**src/rtl/mux_rr_arbiter.sv**
```systemverilog
// rtl/mux_rr_arbiter.sv - round-robin arbiter driving a 32:1 mux select
// Grants one of 32 requesters at a time, with a bounded hold and one dead cycle between grants.
module mux_rr_arbiter #(
    parameter int unsigned MAX_HOLD = 16
) (
    input  logic        i_clk,
    input  logic        i_rst,
    input  logic        i_en,
    input  logic [31:0] i_req,
    output logic [4:0]  o_sel,
    output logic [31:0] o_gnt,
    output logic        o_gnt_valid
);

    typedef enum logic {
        ST_IDLE  = 1'b0,
        ST_GRANT = 1'b1
    } state_t;

    localparam logic [7:0] HOLD_LIMIT = 8'(MAX_HOLD);

    state_t      r_state;
    state_t      w_state_nxt;
    logic [4:0]  r_ptr;
    logic [4:0]  w_ptr_nxt;
    logic [7:0]  r_hold_cnt;
    logic [7:0]  w_hold_nxt;
    logic [4:0]  r_sel;
    logic [4:0]  w_sel_nxt;
    logic [31:0] r_gnt;
    logic [31:0] w_gnt_nxt;
    logic        r_gnt_valid;
    logic        w_gnt_valid_nxt;

    logic        w_found;
    logic [4:0]  w_winner;
    logic [4:0]  w_idx;
    logic        w_release;

    // Walk offsets from farthest to nearest so the closest set bit after r_ptr wins;
    // offset 32 wraps to r_ptr itself, giving the last winner the lowest priority.
    always_comb begin
        w_found  = 1'b0;
        w_winner = r_ptr;
        w_idx    = r_ptr;
        for (int i = 32; i >= 1; i--) begin
            w_idx = r_ptr + 5'(i);
            if (i_req[w_idx]) begin
                w_found  = 1'b1;
                w_winner = w_idx;
            end
        end
    end

    assign w_release = !i_req[r_sel] ||
                       ((MAX_HOLD != 0) && (r_hold_cnt == HOLD_LIMIT));

    always_comb begin
        w_state_nxt     = r_state;
        w_ptr_nxt       = r_ptr;
        w_hold_nxt      = r_hold_cnt;
        w_sel_nxt       = r_sel;
        w_gnt_nxt       = r_gnt;
        w_gnt_valid_nxt = r_gnt_valid;
        case (r_state)
            ST_IDLE: begin
                w_gnt_nxt       = 32'd0;
                w_gnt_valid_nxt = 1'b0;
                if (i_en && w_found) begin
                    w_state_nxt     = ST_GRANT;
                    w_ptr_nxt       = w_winner;
                    w_sel_nxt       = w_winner;
                    w_gnt_nxt       = 32'd1 << w_winner;
                    w_gnt_valid_nxt = 1'b1;
                    w_hold_nxt      = 8'd1;
                end
            end
            ST_GRANT: begin
                if (w_release) begin
                    w_state_nxt     = ST_IDLE;
                    w_gnt_nxt       = 32'd0;
                    w_gnt_valid_nxt = 1'b0;
                    w_hold_nxt      = 8'd0;
                end else if (r_hold_cnt != 8'hFF) begin
                    w_hold_nxt = r_hold_cnt + 8'd1;
                end
            end
            default: w_state_nxt = ST_IDLE;
        endcase
    end

    always_ff @(posedge i_clk) begin
        if (i_rst) begin
            r_state     <= ST_IDLE;
            r_ptr       <= 5'd31;
            r_hold_cnt  <= 8'd0;
            r_sel       <= 5'd0;
            r_gnt       <= 32'd0;
            r_gnt_valid <= 1'b0;
        end else begin
            r_state     <= w_state_nxt;
            r_ptr       <= w_ptr_nxt;
            r_hold_cnt  <= w_hold_nxt;
            r_sel       <= w_sel_nxt;
            r_gnt       <= w_gnt_nxt;
            r_gnt_valid <= w_gnt_valid_nxt;
        end
    end

    assign o_sel       = r_sel;
    assign o_gnt       = r_gnt;
    assign o_gnt_valid = r_gnt_valid;

endmodule

```
**config.mk**
```make
export PLATFORM = sky130hd
export DESIGN_NAME = mux_rr_arbiter
export DESIGN_NICKNAME = d
export VERILOG_FILES = /design/src/rtl/mux_rr_arbiter.sv
export SDC_FILE = /design/constraint.sdc
export NUM_CORES = 1
export LEC_CHECK = 0
export CAP_MARGIN = 25
export CORE_ASPECT_RATIO = 1.5
export CORE_MARGIN = 2
export CORE_UTILIZATION = 30
export DETAILED_ROUTE_END_ITERATION = 12
export SLEW_MARGIN = 0
export SYNTH_ARGS = -nofsm -noshare
export SYNTH_HDL_FRONTEND = slang
export SYNTH_SLANG_ARGS = --single-unit
```
**constraint.sdc**
```tcl
create_clock -name i_clk -period 6.7 [get_ports i_clk]
set_input_delay 1.34 -clock i_clk [delete_from_list [all_inputs] [get_ports i_clk]]
set_output_delay 1.34 -clock i_clk [all_outputs]
set_load 0.01 [all_outputs]
```
; After elaboration in Yosys (flattened, before gate mapping)
; Index checks and enable logic that the tools add are counted.
[totals]
ff_bits = 52
in_bits = 35
mem_count = 0
ramBits = 0
elab_cells = 224
latchBits = 0
romBits = 0
[classes]
n_div = 0
multipliers = 0
n_mux = 141
bitwise = 1
addsub = 32
n_eq_ne = 5
shift = 1
reduce_logical = 5
n_lt_le_gt_ge = 33
[op_table]
columns = operator, count
row1 = $lt 5x6->1 const B, 33
row2 = $bmux 1 s5, 33
row3 = $mux 5, 31
row4 = $add 5x5->5 const B, 16
row5 = $mux 1, 68
row6 = $mux 32, 2
row7 = $pmux 32 s2, 1
row8 = $add 5x4->5 const B, 8
row9 = $shl 1x5->32 const A, 1
row10 = $mux 8, 3
row11 = $add 5x3->5 const B, 4
row12 = $pmux 8 s2, 1
row13 = $add 5x2->5 const B, 2
row14 = $add 8x1->8 const B, 1
row15 = $eq 8x5->1 const B, 1
row16 = $ne 8x8->1 const B, 1
row17 = $add 5x1->5 const B, 1
row18 = $pmux 1 s2, 2
row19 = $reduce_and 2->1, 2
row20 = $ne 3x1->1 const B, 1
row21 = $ne 2x1->1 const B, 1
row22 = $ne 2x2->1 const B, 1
row23 = $logic_and 1x1->1, 1
row24 = $logic_not 1->1, 1
row25 = other kinds (2), 2

; Logic depth before layout (Yosys ltp)
; Gate-level depths: netlist (run 1).
[logic_depth]
ltp_word = 37
depth_mapped = 20

; Least setup slack after synthesis (run 1)
; Ideal clock, no wire load.
[synth_timing]
kind = register to register
startpoint = reg r_ptr[0]
endpoint = reg r_gnt[6], in the netlist o_gnt[6]
path_stages_with_launch = 18
t_arrival_ns = 4.989
setup_ns = 0.088
setup_slack_ns = 1.623
n_path_buf = 5
path_cell_list = dfxtp_1 buf_6 buf_6 inv_2 buf_2 buf_2 ha_1 buf_1 mux4_2 mux4_2 mux2i_1 mux2_2 a31oi_1 nand3_1 o31ai_1 a21o_1 nand4_1 o31ai_1
[synth_via]
elab_chain_len = 37
[synth_lines]
columns = element, line_no
row1 = start: declaration, 24  ; logic [4:0] r_ptr;
row2 = start signal: assignment, 102  ; r_ptr <= w_ptr_nxt;
row3 = $add 5x5->5 / $bmux 1 s5 (equally long branches), "47, 48"
row4 = $bmux 1 s5 / $mux 1 (equally long branches), 48  ; if (i_req[w_idx]) begin
row5 = $mux 1 (not written as such), 48
row6 = $mux 5 / $mux 1 (equally long branches) (31 in series), 48
row7 = $shl 1x5->32 / $logic_and 1x1->1 (equally long branches), "73, 69"
row8 = $mux 32 *, 69  ; if (i_en && w_found) begin
row9 = $pmux 32 s2 *, 65  ; case (r_state)
row10 = end signal: assignment, 105  ; r_gnt <= w_gnt_nxt;
row11 = end: declaration, 30  ; logic [31:0] r_gnt;
; Every way passes the cells marked *; elsewhere a longest branch is shown, timed or not. The select of a mux whose other input is x is not followed.
; A chain may end at the register's enable or synchronous reset.

; Worst setup path after layout (run 1)
[layout_timing]
startpoint = reg r_ptr[1]
endpoint = reg r_gnt[8], in the netlist o_gnt[8]
; Same word-level chain as after synthesis.

==> results of run 1 <==
## cell families after synthesis
| family | after synthesis |
|---|---|
| and+or+nand+nor | 310 |
| AOI/OAI and AO/OA | 283 |
| muxes | 217 |
| buffers and inverters | 86 |
| DFF | 52 |
| xor gates and xnor gates | 42 |
| adders and majority gates | 15 |
## synthesized netlist by cell type (4+ instances only)
library cell / n
nand2_1: 112
mux4_2: 106
mux2i_1: 80
nor2_1: 61
dfxtp_1: 52
o21ai_0: 49
a21oi_1: 45
clkbuf_1: 38
nand3_1: 32
mux2_2: 26
xnor2_1: 24
nor3_1: 19
o211ai_1: 19
o21ai_1: 18
inv_1: 17
and2_1: 16
a211oi_1: 15
ha_1: 15
o31ai_1: 15
buf_2: 14
o2111ai_1: 12
xor2_1: 12
and3_1: 11
a22oi_1: 10
nand4_1: 10
a31oi_1: 9
nor2b_1: 9
o21a_1: 8
a2111oi_0: 7
a22o_1: 7
o22ai_1: 7
buf_6: 6
nand2b_1: 6
xnor2_2: 6
o211a_1: 5
buf_1: 4
nand3b_1: 4
nand4b_1: 4
o221ai_1: 4
## how the worst max path moves through the flow
stage                          from   endpoint  slack [ns]  cells after the start
final                      r_ptr[1]   o_gnt[8]        0.81                     15
after global routing       r_ptr[1]   o_gnt[8]        0.56                     15
after CTS                  r_ptr[1]   o_gnt[1]        0.93                     15
after detailed placement  i_req[18]  o_gnt[10]        0.74                     12
after global placement    i_req[18]  o_gnt[10]        0.73                     12
after floorplan            r_ptr[0]   o_gnt[6]        1.62                     17
## per-layer routing
metal  share of wire (%)  wire, um  vias up  global-route usage, %
met2                  48     19600      606                   43.3
met5                   0         0        -                      0
met1                  36     14600     4675                   28.2
li1                    -         -     4155                      -
met3                 6.3      2570      206                   2.74
met4                  11      4330        0                   21.2
## sequential cells by signal, indices dropped and copies added, names as in the netlist
register     cells
r_ptr            5
o_gnt_valid      1
r_state          1
r_hold_cnt       8
o_gnt           32
o_sel            5
## metrics by stage
stage          hold slack [ns]  setup WS, ns  cell area, sq um  util (%)  cells
6_report                 0.445         0.814             10600      35.4   1478
5_1_grt                  0.465         0.559             10600      35.4   1478
2_1_floorplan            0.462          1.62              9110         -   1005
4_1_cts                  0.451         0.928             10600      35.4   1478
3_5_place_dp             0.441         0.742             10500      34.8   1470
3_3_place_gp             0.436         0.734             10400      34.8   1468
## critical path, stage by stage (launching register included)
cell	delay (ns)
dfxtp_4	0.58
buf_4	0.78
ha_1	0.29
buf_4	0.23
a21boi_0	0.20
xnor2_1	0.52
mux4_2	0.44
mux2i_1	0.16
buf_4	0.19
nor3b_1	0.47
nand4_1	0.19
nor4_1	0.36
a31oi_2	0.20
and2_0	0.52
nand4b_1	0.40
o21ai_0	0.11
## cell type report
type	count	area, sq um	area share [%]
clock inverters	2	12.5	0.118
flip-flops and latches	52	1050	9.85
inverters	21	78.8	0.741
multi-input cells	867	7680	72.2
clock buffers	6	150	1.41
repair buffers	130	1160	10.9
well taps	400	500	4.71
==> metrics, run 1 <==
Synth area leaders mux4_2, dfxtp_1, mux2i_1, nand2_1, mux2_2; DR WL/cell between 20 and 30 um; clock sinks 52; Die Y 217 um; Setup violations, final 0; number of global-route vias before repair 9380; r2r endpoint o_gnt[8]; Area Growth Syn to Fin 16.7%; period utilization approximately 90%; DRT antenna net count 0; width of the die about 150 um; hold path start o_gnt[7]; Final Max Slew Viols 0; Fillers approximately 3200; Critical Path Sink Type flop; Max Fanout on Critical Path between 50 and 60; clock slew at reported path FFs roughly 0.060 ns; clock root buffer clkbuf_16; Starting Density a little over 30%; ys async rst share 0%; simple-gate share of the synthesized area 16.6%; Slew @ Worst Pin about 1.0 ns; commonest non-fill, non-tap cells in the layout nand2_1, mux4_2, mux2i_1; critical path arrival 6.03 ns; post-synth top area cell mux4_2; grt ovf 0; Compound-Gate Fraction of Synth Area a little over a fifth; Post-Synth XOR/XNOR Area under 10%; crit path kind flop to flop; #FFs+latches synth 52; FP Rows 78; Post-Synth Adder-Cell Area just over 2%; Core Area roughly 30000 sq um; via density per instance 6.52; fin nets ~1100; pin count of the biggest net entering global routing 60; Tot GR Track Use roughly a quarter; Post-Syn Area 9110 sq um; drc violations 0; antenna violations before repair 0; CTS buffer count 5; Setup Buffers After CTS 0; Total Neg Setup Slack 0 ns; Final min period approximately 5.9 ns; H-tree levels 2; Startpoint Class flop; sequential fraction of the synthesis area between 10 and 15%; largest family of logic cells by synthesized area multiplexers; Slew headroom approximately 30%; io pins 73; WL final just over 40 mm; hold path depth 2; Port Buffers 72; DRT Pass-1 Iters 8; Post-synth top flop dfxtp_1; diode count 0; most common cell after layout, fill and taps aside nand2_1; post-synthesis mux area share 39.0%; clk_lat worst skew a little under 0.3 ns; distinct cell type count after synthesis between 90 and 100; DR vias 9642; Fin. Hold Viols 0; worst endpoint required time roughly 7 ns; Max-Cap Viols 0; Post-CTS Resized 0; syn_nets 1055; Layout Skew ~0.0029 ns; post-DP HPWL 32.7 mm; first-pass GRT wire length around 61 mm; Mapped Cells 1005; DRT iter0 DRCs around 950; routability cong. between 1 and 1.5; r2r setup slk between 0.8 and 0.9 ns; DIE AREA around 32000 sq um; Yosys top cell area share a little over a quarter; share of cells above drive strength 1 21.8%; worst hold path type flop to flop; number of synthesized flops with an enable pin 0; Syn Area/Cell between 9 and 10 sq um; YS warnings 0; # hold bufs at CTS 0; CTS tree yes; Hold Path Sink o_gnt[7]; status finished, final reports clean; worst reg2reg path depth 15; RSZ-0062 raised after global routing no; fmax 0.170 GHz; worst r2r src r_ptr[1]; clk buf depth 2
Power of run 1 is not shown: default switching activity piles up to over one toggle a cycle in this logic, so the estimate is an artifact.
==> inputs of run 2 (changes only) <==
--- a/config.mk
+++ b/config.mk
@@ -10,6 +10,7 @@
 export CORE_MARGIN = 2
 export CORE_UTILIZATION = 30
 export DETAILED_ROUTE_END_ITERATION = 12
+export RECOVER_POWER = 50
 export SLEW_MARGIN = 0
 export SYNTH_ARGS = -nofsm -noshare
 export SYNTH_HDL_FRONTEND = slang
==> metrics, run 2 (synthesis gave the netlist of run 1 again) <==
Final Max Slew Viols 0 (unchanged); routability cong. 1.04 (unchanged); RSZ-0062 raised after global routing no; FP Rows 78 (unchanged); clock slew at reported path FFs 0.06 ns (about the same); pin count of the biggest net entering global routing 60 (unchanged); # hold bufs at CTS 0 (unchanged); H-tree levels 2 (unchanged); crit-path leading delay family simple AND/OR/NAND/NOR gates; Tot GR Track Use 25.3% (unchanged); antenna violations before repair 0 (unchanged); Critical Path Sink Type flop; Die Y 217 um (unchanged); DR vias 9625 (-0.18%); Area Growth Syn to Fin 16.5%; post-DP HPWL 32.7 mm (unchanged); DIE AREA 31800 sq um (unchanged); Slew @ Worst Pin 1.05 ns (+0.000112 ns); Final WS setup 0.654 ns (-0.159 ns); grt ovf 0 (unchanged); clock sinks 52 (unchanged); via density per instance 6.51 (-0.18%); Final min period 6.05 ns (+0.159 ns); most common cell after layout, fill and taps aside nand2_1; Worst Path Buf+Inv 3 (unchanged); worst hold path type flop to flop; Layout Skew 0.00442 ns (+0.00147 ns); first-pass GRT wire length 60.9 mm (unchanged); number of global-route vias before repair 9380 (unchanged); Fin. Hold Viols 0 (unchanged); most numerous cell on the critical path buf_4; crit path kind flop to flop; commonest non-fill, non-tap cells in the layout nand2_1, mux4_2, mux2i_1; DRT antenna net count 0 (unchanged); WL final 41.0 mm (-0.39%); width of the die 146 um (unchanged); critical path arrival 6.19 ns (+0.16 ns); Max stage delay on crit path 0.77 ns (about the same); slowest CP cell buf_4; share of cells above drive strength 1 21.5% (-0.28 points); Port Buffers 72 (unchanged); Startpoint Class flop; Max-Cap Viols 0 (unchanged); Setup violations, final 0 (unchanged); fmax 0.165 GHz (-2.6%); Total Neg Setup Slack 0 ns (unchanged); DRT iter0 DRCs 911 (-3.9%); fin nets 1127 (unchanged); DRT Pass-1 Iters 6 (-2); clk buf depth 2 (unchanged); max reg flops 32 (unchanged); drc violations 0 (unchanged); status finished, final reports clean; Slew headroom 29.7% (about the same); Starting Density 30.3% (unchanged); worst endpoint required time 6.84 ns (about the same); io pins 73 (unchanged); Max Fanout on Critical Path 59 (unchanged); clk_lat worst skew 0.29 ns (about the same); period utilization 90.2% (+2.4 points); Fillers 3184 (+0.031%); CTS buffer count 5 (unchanged); worst slack, placed 0.742 ns (unchanged); diode count 0 (unchanged); DR WL/cell 27.7 um (-0.39%); CP Cell Sequence buf_4, ha_1, buf_4, a21boi_0, xnor2_1, mux4_2, mux2i_1, clkbuf_1, nor3b_1, nand4_1, nor4_1, a31oi_1, and2_0, nand4b_1, o21ai_0; Core Area 30100 sq um (unchanged); Post-CTS Resized 0 (unchanged); CTS tree yes; Setup Buffers After CTS 0 (unchanged); clock root buffer clkbuf_16
run 2: cell count changes in the layout (fill, tap and decap cells not counted):
| cell | before | now |
|---|---|---|
| a31oi_1 | 9 | 10 |
| a31oi_2 | 1 | 0 |
| buf_4 | 57 | 55 |
| clkbuf_1 | 0 | 2 |
| clkdlybuf4s50_1 | 72 | 34 |
| dlygate4sd3_1 | 0 | 38 |
run 2: path summary, 6_finish.rpt:
path,endpoint,slack (ns),startpoint,depth (start not counted)
worst max-delay path,o_gnt[8],0.65,r_ptr[1],15
worst min-delay path,o_gnt[7],0.44,o_gnt[7],2
worst min register to register,o_gnt[7],0.44,o_gnt[7],2
worst max register to register,o_gnt[8],0.65,r_ptr[1],15
run 2: through the flow:
stage	cell area, sq um	hold slack, ns	cells	util, %
after floorplan	9110	0.462	1005	-
after global placement	10400	0.436	1468	34.8
after detailed placement	10500	0.441	1470	34.8
after CTS	10600	0.451	1478	35.4
after global routing	10600	0.463	1478	35.3
final	10600	0.442	1478	35.3
run 2: layout make-up:
cell class / count / area [sq um] / area share, %
Multi-Input combinational cell: 867 / 7670 / 72.3
Inverter: 21 / 78.8 / 0.742
Timing Repair Buffer: 130 / 1160 / 10.9
Tap cell: 400 / 500 / 4.71
Sequential cell: 52 / 1050 / 9.86
Clock inverter: 2 / 12.5 / 0.118
Clock buffer: 6 / 150 / 1.41
run 2: per-layer routing:
layer  vias to the layer above  track usage, %  share of wire, %
met4                         0            21.2                10
met1                      4683            28.2                35
met3                       200            2.74               6.7
met5                         -               0                 0
met2                       595            43.3                48
li1                       4147               -                 -
run 2: worst min-delay path, cell delays in order (launching register included):
cell,delay [ns]
dfxtp_1,0.30
nand2_1,0.05
o21ai_1,0.05
Power of run 2 is left out for the same reason.
==> RTL change 1: new RTL, settings of run 1 <==
The parameter `MAX_HOLD` goes from 16 to 12.
--- a/src/rtl/mux_rr_arbiter.sv
+++ b/src/rtl/mux_rr_arbiter.sv
@@ -1,7 +1,7 @@
 // rtl/mux_rr_arbiter.sv - round-robin arbiter driving a 32:1 mux select
 // Grants one of 32 requesters at a time, with a bounded hold and one dead cycle between grants.
 module mux_rr_arbiter #(
-    parameter int unsigned MAX_HOLD = 16
+    parameter int unsigned MAX_HOLD = 12
 ) (
     input  logic        i_clk,
     input  logic        i_rst,
Behaviour: same outputs for any inputs over 4 cycles, from zero or initial values and one cycle with i_rst high; that may be too few to reach the edited logic, so the function may still have changed.
==> RTL change 1 against run 1 <==
- critical path depth is 4 lower
- synthesized cell count is 4.6% lower
- sequential cell count stayed put
- routed wire length is 5.4% lower
- setup slack worse by 0.14 ns
- design area is 1.1% lower
- largest cell class unchanged
- core utilization is 0.40 points lower
- maximum frequency is 2.4% lower
- clock skew is 0.0032 ns higher
- area after synthesis is 0.23% lower
- critical path type is now in -> reg
Power is not shown: default switching activity piles up to over one toggle a cycle in this logic, so the estimate is an artifact.
==> RTL change 1: results (changes against run 1) <==
Status
  • Status: finished clean

Logic synthesis
  • Synth unique cells: 85 (-7.6%)
  • Synth Net Count: 1009 (-4.4%)
  • Top cells by area, synth: mux4_2 27%, dfxtp_1 11%, mux2i_1 9.2%
  • Commonest cells in the netlist: 111 x mux4_2, 97 x nand2_1, 84 x mux2i_1, 61 x nor2_1, 52 x dfxtp_1
  • Seq/Total Area, Yosys: 11.4% (+0.027 points)
  • Average size of a mapped cell: 9.48 um2 (+4.6%)

Setup path
  • Arrival @ worst endpoint: 6.26 ns (+0.23 ns)
  • Flop-to-flop setup slack: 0.78 ns (-0.03 ns)

STA
  • Hold WS: 0.457 ns (+0.0116 ns)
  • Max_slew headroom: 24.1% (-5.6 points)

Layout
  • Share of cells above drive strength 1: 22.4% (+0.63 points)
  • Diodes inserted: 0 (unchanged)
  • Nets: 1072 (-4.9%)

Route
  • Detailed Routing Iterations Pass 1: 7 (-1)
  • Total Wirelength: 38900 um (-5.4%)
  • Detailed Route Iter0 Violations: 929 (-2.0%)
  • Routed wire per std cell: 27.4 um (-1.6%)

Place
  • Setup slack at placement: 0.476 ns (-0.266 ns)
  • Placement Cell Area: 10400 um2 (-0.84%)
  • Placed Cells: 1415 (-3.7%)
  • Post-DP HPWL: 30800 um (-5.7%)

Clock network
  • Max Buffers Root-to-Sink: 2 (unchanged)

Global routing
  • Largest net degree at the start of global routing: 86 (+43%)
  • First-pass GRT wire length: 58100 um (-4.5%)
  • Vias in the first global route: 8894 (-5.2%)
  • Total GRT Usage: 24.0% (-1.3 points)
## RTL change 1: changes by cell type in the layout (fill, tap and decap cells not counted), moves of 10 or more
cell | before | now
o21ai_1 | 18 | 2
a21oi_1 | 45 | 32
buf_4 | 57 | 47
nand3_1 | 32 | 22
o21ai_0 | 49 | 30
a32o_1 | 1 | 16
nand2_1 | 112 | 97
inv_1 | 17 | 29
## RTL change 1: routing by layer
layer	part of all wire, %	track usage [%]	vias up
li1	-	-	3971
met5	0	0	-
met2	50	42.0	465
met1	35	26.5	4545
met3	5.4	2.85	156
met4	9.6	18.5	0
## RTL change 1: worst paths after layout
check,from,end,depth (start not counted)
min reg2reg,o_gnt[31],o_gnt[31],2
min,o_gnt[31],o_gnt[31],2
max,i_req[24],o_gnt[5],11
max reg2reg,r_ptr[0],o_gnt[5],13
## RTL change 1: cell families (layout without fill, tap and decap cells)
logic type,count (synthesis),count (layout),share of synthesized area [%]
DFF,52,52,11.4
xor gates and xnor gates,45,45,4.75
adders and majority gates,15,15,2.06
and+or+nand+nor,280,280,15.0
buffers and inverters,96,158,4.94
AOI/OAI and AO/OA,234,234,19.3
muxes,237,237,42.6
## RTL change 1: cell type report
class / count / area [um2]
fillers: 3138 / 19500
multi-input cells: 811 / 7610
repair buffers: 121 / 1110
flip-flops and latches: 52 / 1050
well taps: 400 / 500
clock buffers: 6 / 129
inverters: 31 / 116
## RTL change 1: worst max-delay path, stage by stage
cell,delay [ns]
clkdlybuf4s50_1,0.65
mux4_2,0.69
mux4_2,0.59
mux2i_2,0.56
o211ai_1,0.17
a2111oi_0,0.74
a211oi_1,0.13
o21ai_1,0.40
xnor2_1,0.40
and2_1,0.37
a32o_1,0.20
==> RTL change 2: new RTL, config.mk and constraints of run 1 <==
Made on the original files. Make the reset (`i_rst`) asynchronous in one clocked block.
--- a/src/rtl/mux_rr_arbiter.sv
+++ b/src/rtl/mux_rr_arbiter.sv
@@ -89,7 +89,7 @@
         endcase
     end
 
-    always_ff @(posedge i_clk) begin
+    always_ff @(posedge i_clk or posedge i_rst) begin
         if (i_rst) begin
             r_state     <= ST_IDLE;
             r_ptr       <= 5'd31;
Formal check against the unedited RTL: differs if i_rst is asserted again (counterexample within 4 cycles, from zero or initial values and one cycle with i_rst high); with i_rst held inactive, the same outputs for 4 cycles.
==> RTL change 2 against run 1 <==
- design area down 1.5%
- register-to-register slack better by 0.14 ns
- count of clock-buffer cells in the layout unchanged
- highest routed layer unchanged
- area after synthesis up 1.8%
- global-route usage down 1.5 points
- routed wire length down 5.7%
- setup slack better by 0.077 ns
- via count down 5.3%
- sequential cell count unchanged
Power is left out: the tool's default activity adds up to more than one toggle a clock period on the data nets, which glitch-free logic cannot reach.
==> RTL change 2: results (changes against run 1) <==
Global routing
  • Met3 Resource Use GR: 2.66% (-0.079 points)
  • Initial antenna violation count: 0 (unchanged)
  • Total GRT Usage: 23.8% (-1.5 points)
  • First-pass GRT wire length: 58200 um (-4.3%)
  • Met2 track demand over resource: 42.8% (-0.51 points)
  • Vias in the first global route: 9045 (-3.6%)
  • Largest net degree at the start of global routing: 61 (+1.7%)
  • M1 GR Usage: 25.6% (-2.7 points)

Logic synthesis
  • Synth unique cells: 98 (+6.5%)
  • Seq/Total Area, Yosys: 14.1% (+2.7 points)
  • Compound-Gate Fraction of Synth Area: 22.6% (+0.67 points)
  • Synthesis Warnings: 0 (unchanged)
  • Proportion of synthesized area in mux cells: 36.1% (-2.9 points)
  • Average size of a mapped cell: 9.44 um2 (+4.1%)
  • XOR/XNOR share of the synthesized area: 4.84% (+0.31 points)
  • Asr flop ratio synth: 100% (+100 points)
  • Top cells by area, synth: mux4_2 16%, dfrtp_1 13%, mux2i_1 12%
  • Post-Synth Adder-Cell Area: 2.02% (-0.037 points)
  • Synth Net Count: 1033 (-2.1%)
  • Commonest cells in the netlist: 110 x mux2i_1, 85 x nand2_1, 72 x nor2_1, 67 x mux4_2, 51 x o21ai_0
  • Post-synth EDFFs: 0 (unchanged)
  • Dominant synthesized flop cell: dfrtp_1
  • Largest family of logic cells by synthesized area: multiplexers

Setup path
  • Critical path startpoint: i_req[22]
  • RR Startpoint: r_ptr[2]
  • CP max FO: 8 (-86%)
  • Arrival @ worst endpoint: 6.00 ns (-0.03 ns)

STA
  • Skew final: 0.00497 ns (+0.00202 ns)
  • Actual slew at the worst max-slew pin: 1.07 ns (+0.0235 ns)

Layout
  • Synth-to-Final Area Change: 12.8%
  • Nets: 1077 (-4.4%)
  • Filler Cells Inserted: 3070 (-3.6%)
  • Share of cells above drive strength 1: 21.1% (-0.69 points)
  • Max reg flops: 32 (unchanged)
  • Diodes inserted: 0 (unchanged)
  • Final Instance Count excl. Fillers: 1428 (-3.4%)

Status
  • Status: finished clean

Clock network
  • PostCTS Resize Cnt: 0 (unchanged)
  • Post-CTS setup buffers: 0 (unchanged)
  • Clock Tree Root: clkbuf_16
  • Max Buffers Root-to-Sink: 2 (unchanged)
  • Clock buffer count from CTS: 5 (unchanged)
  • Clk_lat worst skew: 0.30 ns
  • Htree depth: 2 (unchanged)

Route
  • Detailed Routing Iterations Pass 1: 7 (-1)
  • Met2 wire length: 19700 um (+0.67%)
  • DRT met1 WL: 13500 um (-7.4%)
  • Vias per Instance: 6.40 (-2.0%)
  • Detailed Route Iter0 Violations: 809 (-15%)
  • WL met3: 1970 um (-23%)
  • Total Wirelength: 38800 um (-5.7%)
  • Highest routed layer: met4

Worst hold path
  • Hold_sp: o_gnt[7]
  • Worst Hold Class: reg -> reg

Place
  • Setup slack at placement: 0.665 ns (-0.0764 ns)
  • Post-DP HPWL: 30600 um (-6.4%)
  • RePlAce Congestion: 1.07 (+2.8%)
  • Placement Cell Area: 10300 um2 (-1.5%)
  • # port buffers: 72 (unchanged)
[RTL change 2: layout make-up]
class,count,share of cell area (%)
timing repair buffer,106,9.32
clock inverter,2,0.131
multi-input combinational,834,71.0
clock buffer,6,1.23
inverter,28,1.03
sequential,52,12.5
tap,400,4.78
[RTL change 2: path summary, 6_finish.rpt]
kind	end	slack [ns]	depth (start not counted)
worst max-delay path	o_gnt[31]	0.89	12
worst min-delay path	o_gnt[7]	0.50	1
worst max register to register	o_gnt[11]	0.95	12
worst min register to register	o_gnt[7]	0.50	1
max in group asynchronous	o_sel[4]	4.72	3
min in group asynchronous	o_gnt[26]	1.53	3
[RTL change 2: critical path, stage by stage]
cell	delay, ns
clkdlybuf4s50_1	0.60
mux4_1	0.74
mux2i_1	0.67
mux2_2	0.31
nor2_1	0.08
a211oi_1	0.41
o21ai_0	0.13
a2111oi_0	0.54
o211ai_1	0.16
o211a_2	0.39
and3_1	0.30
a32o_1	0.30
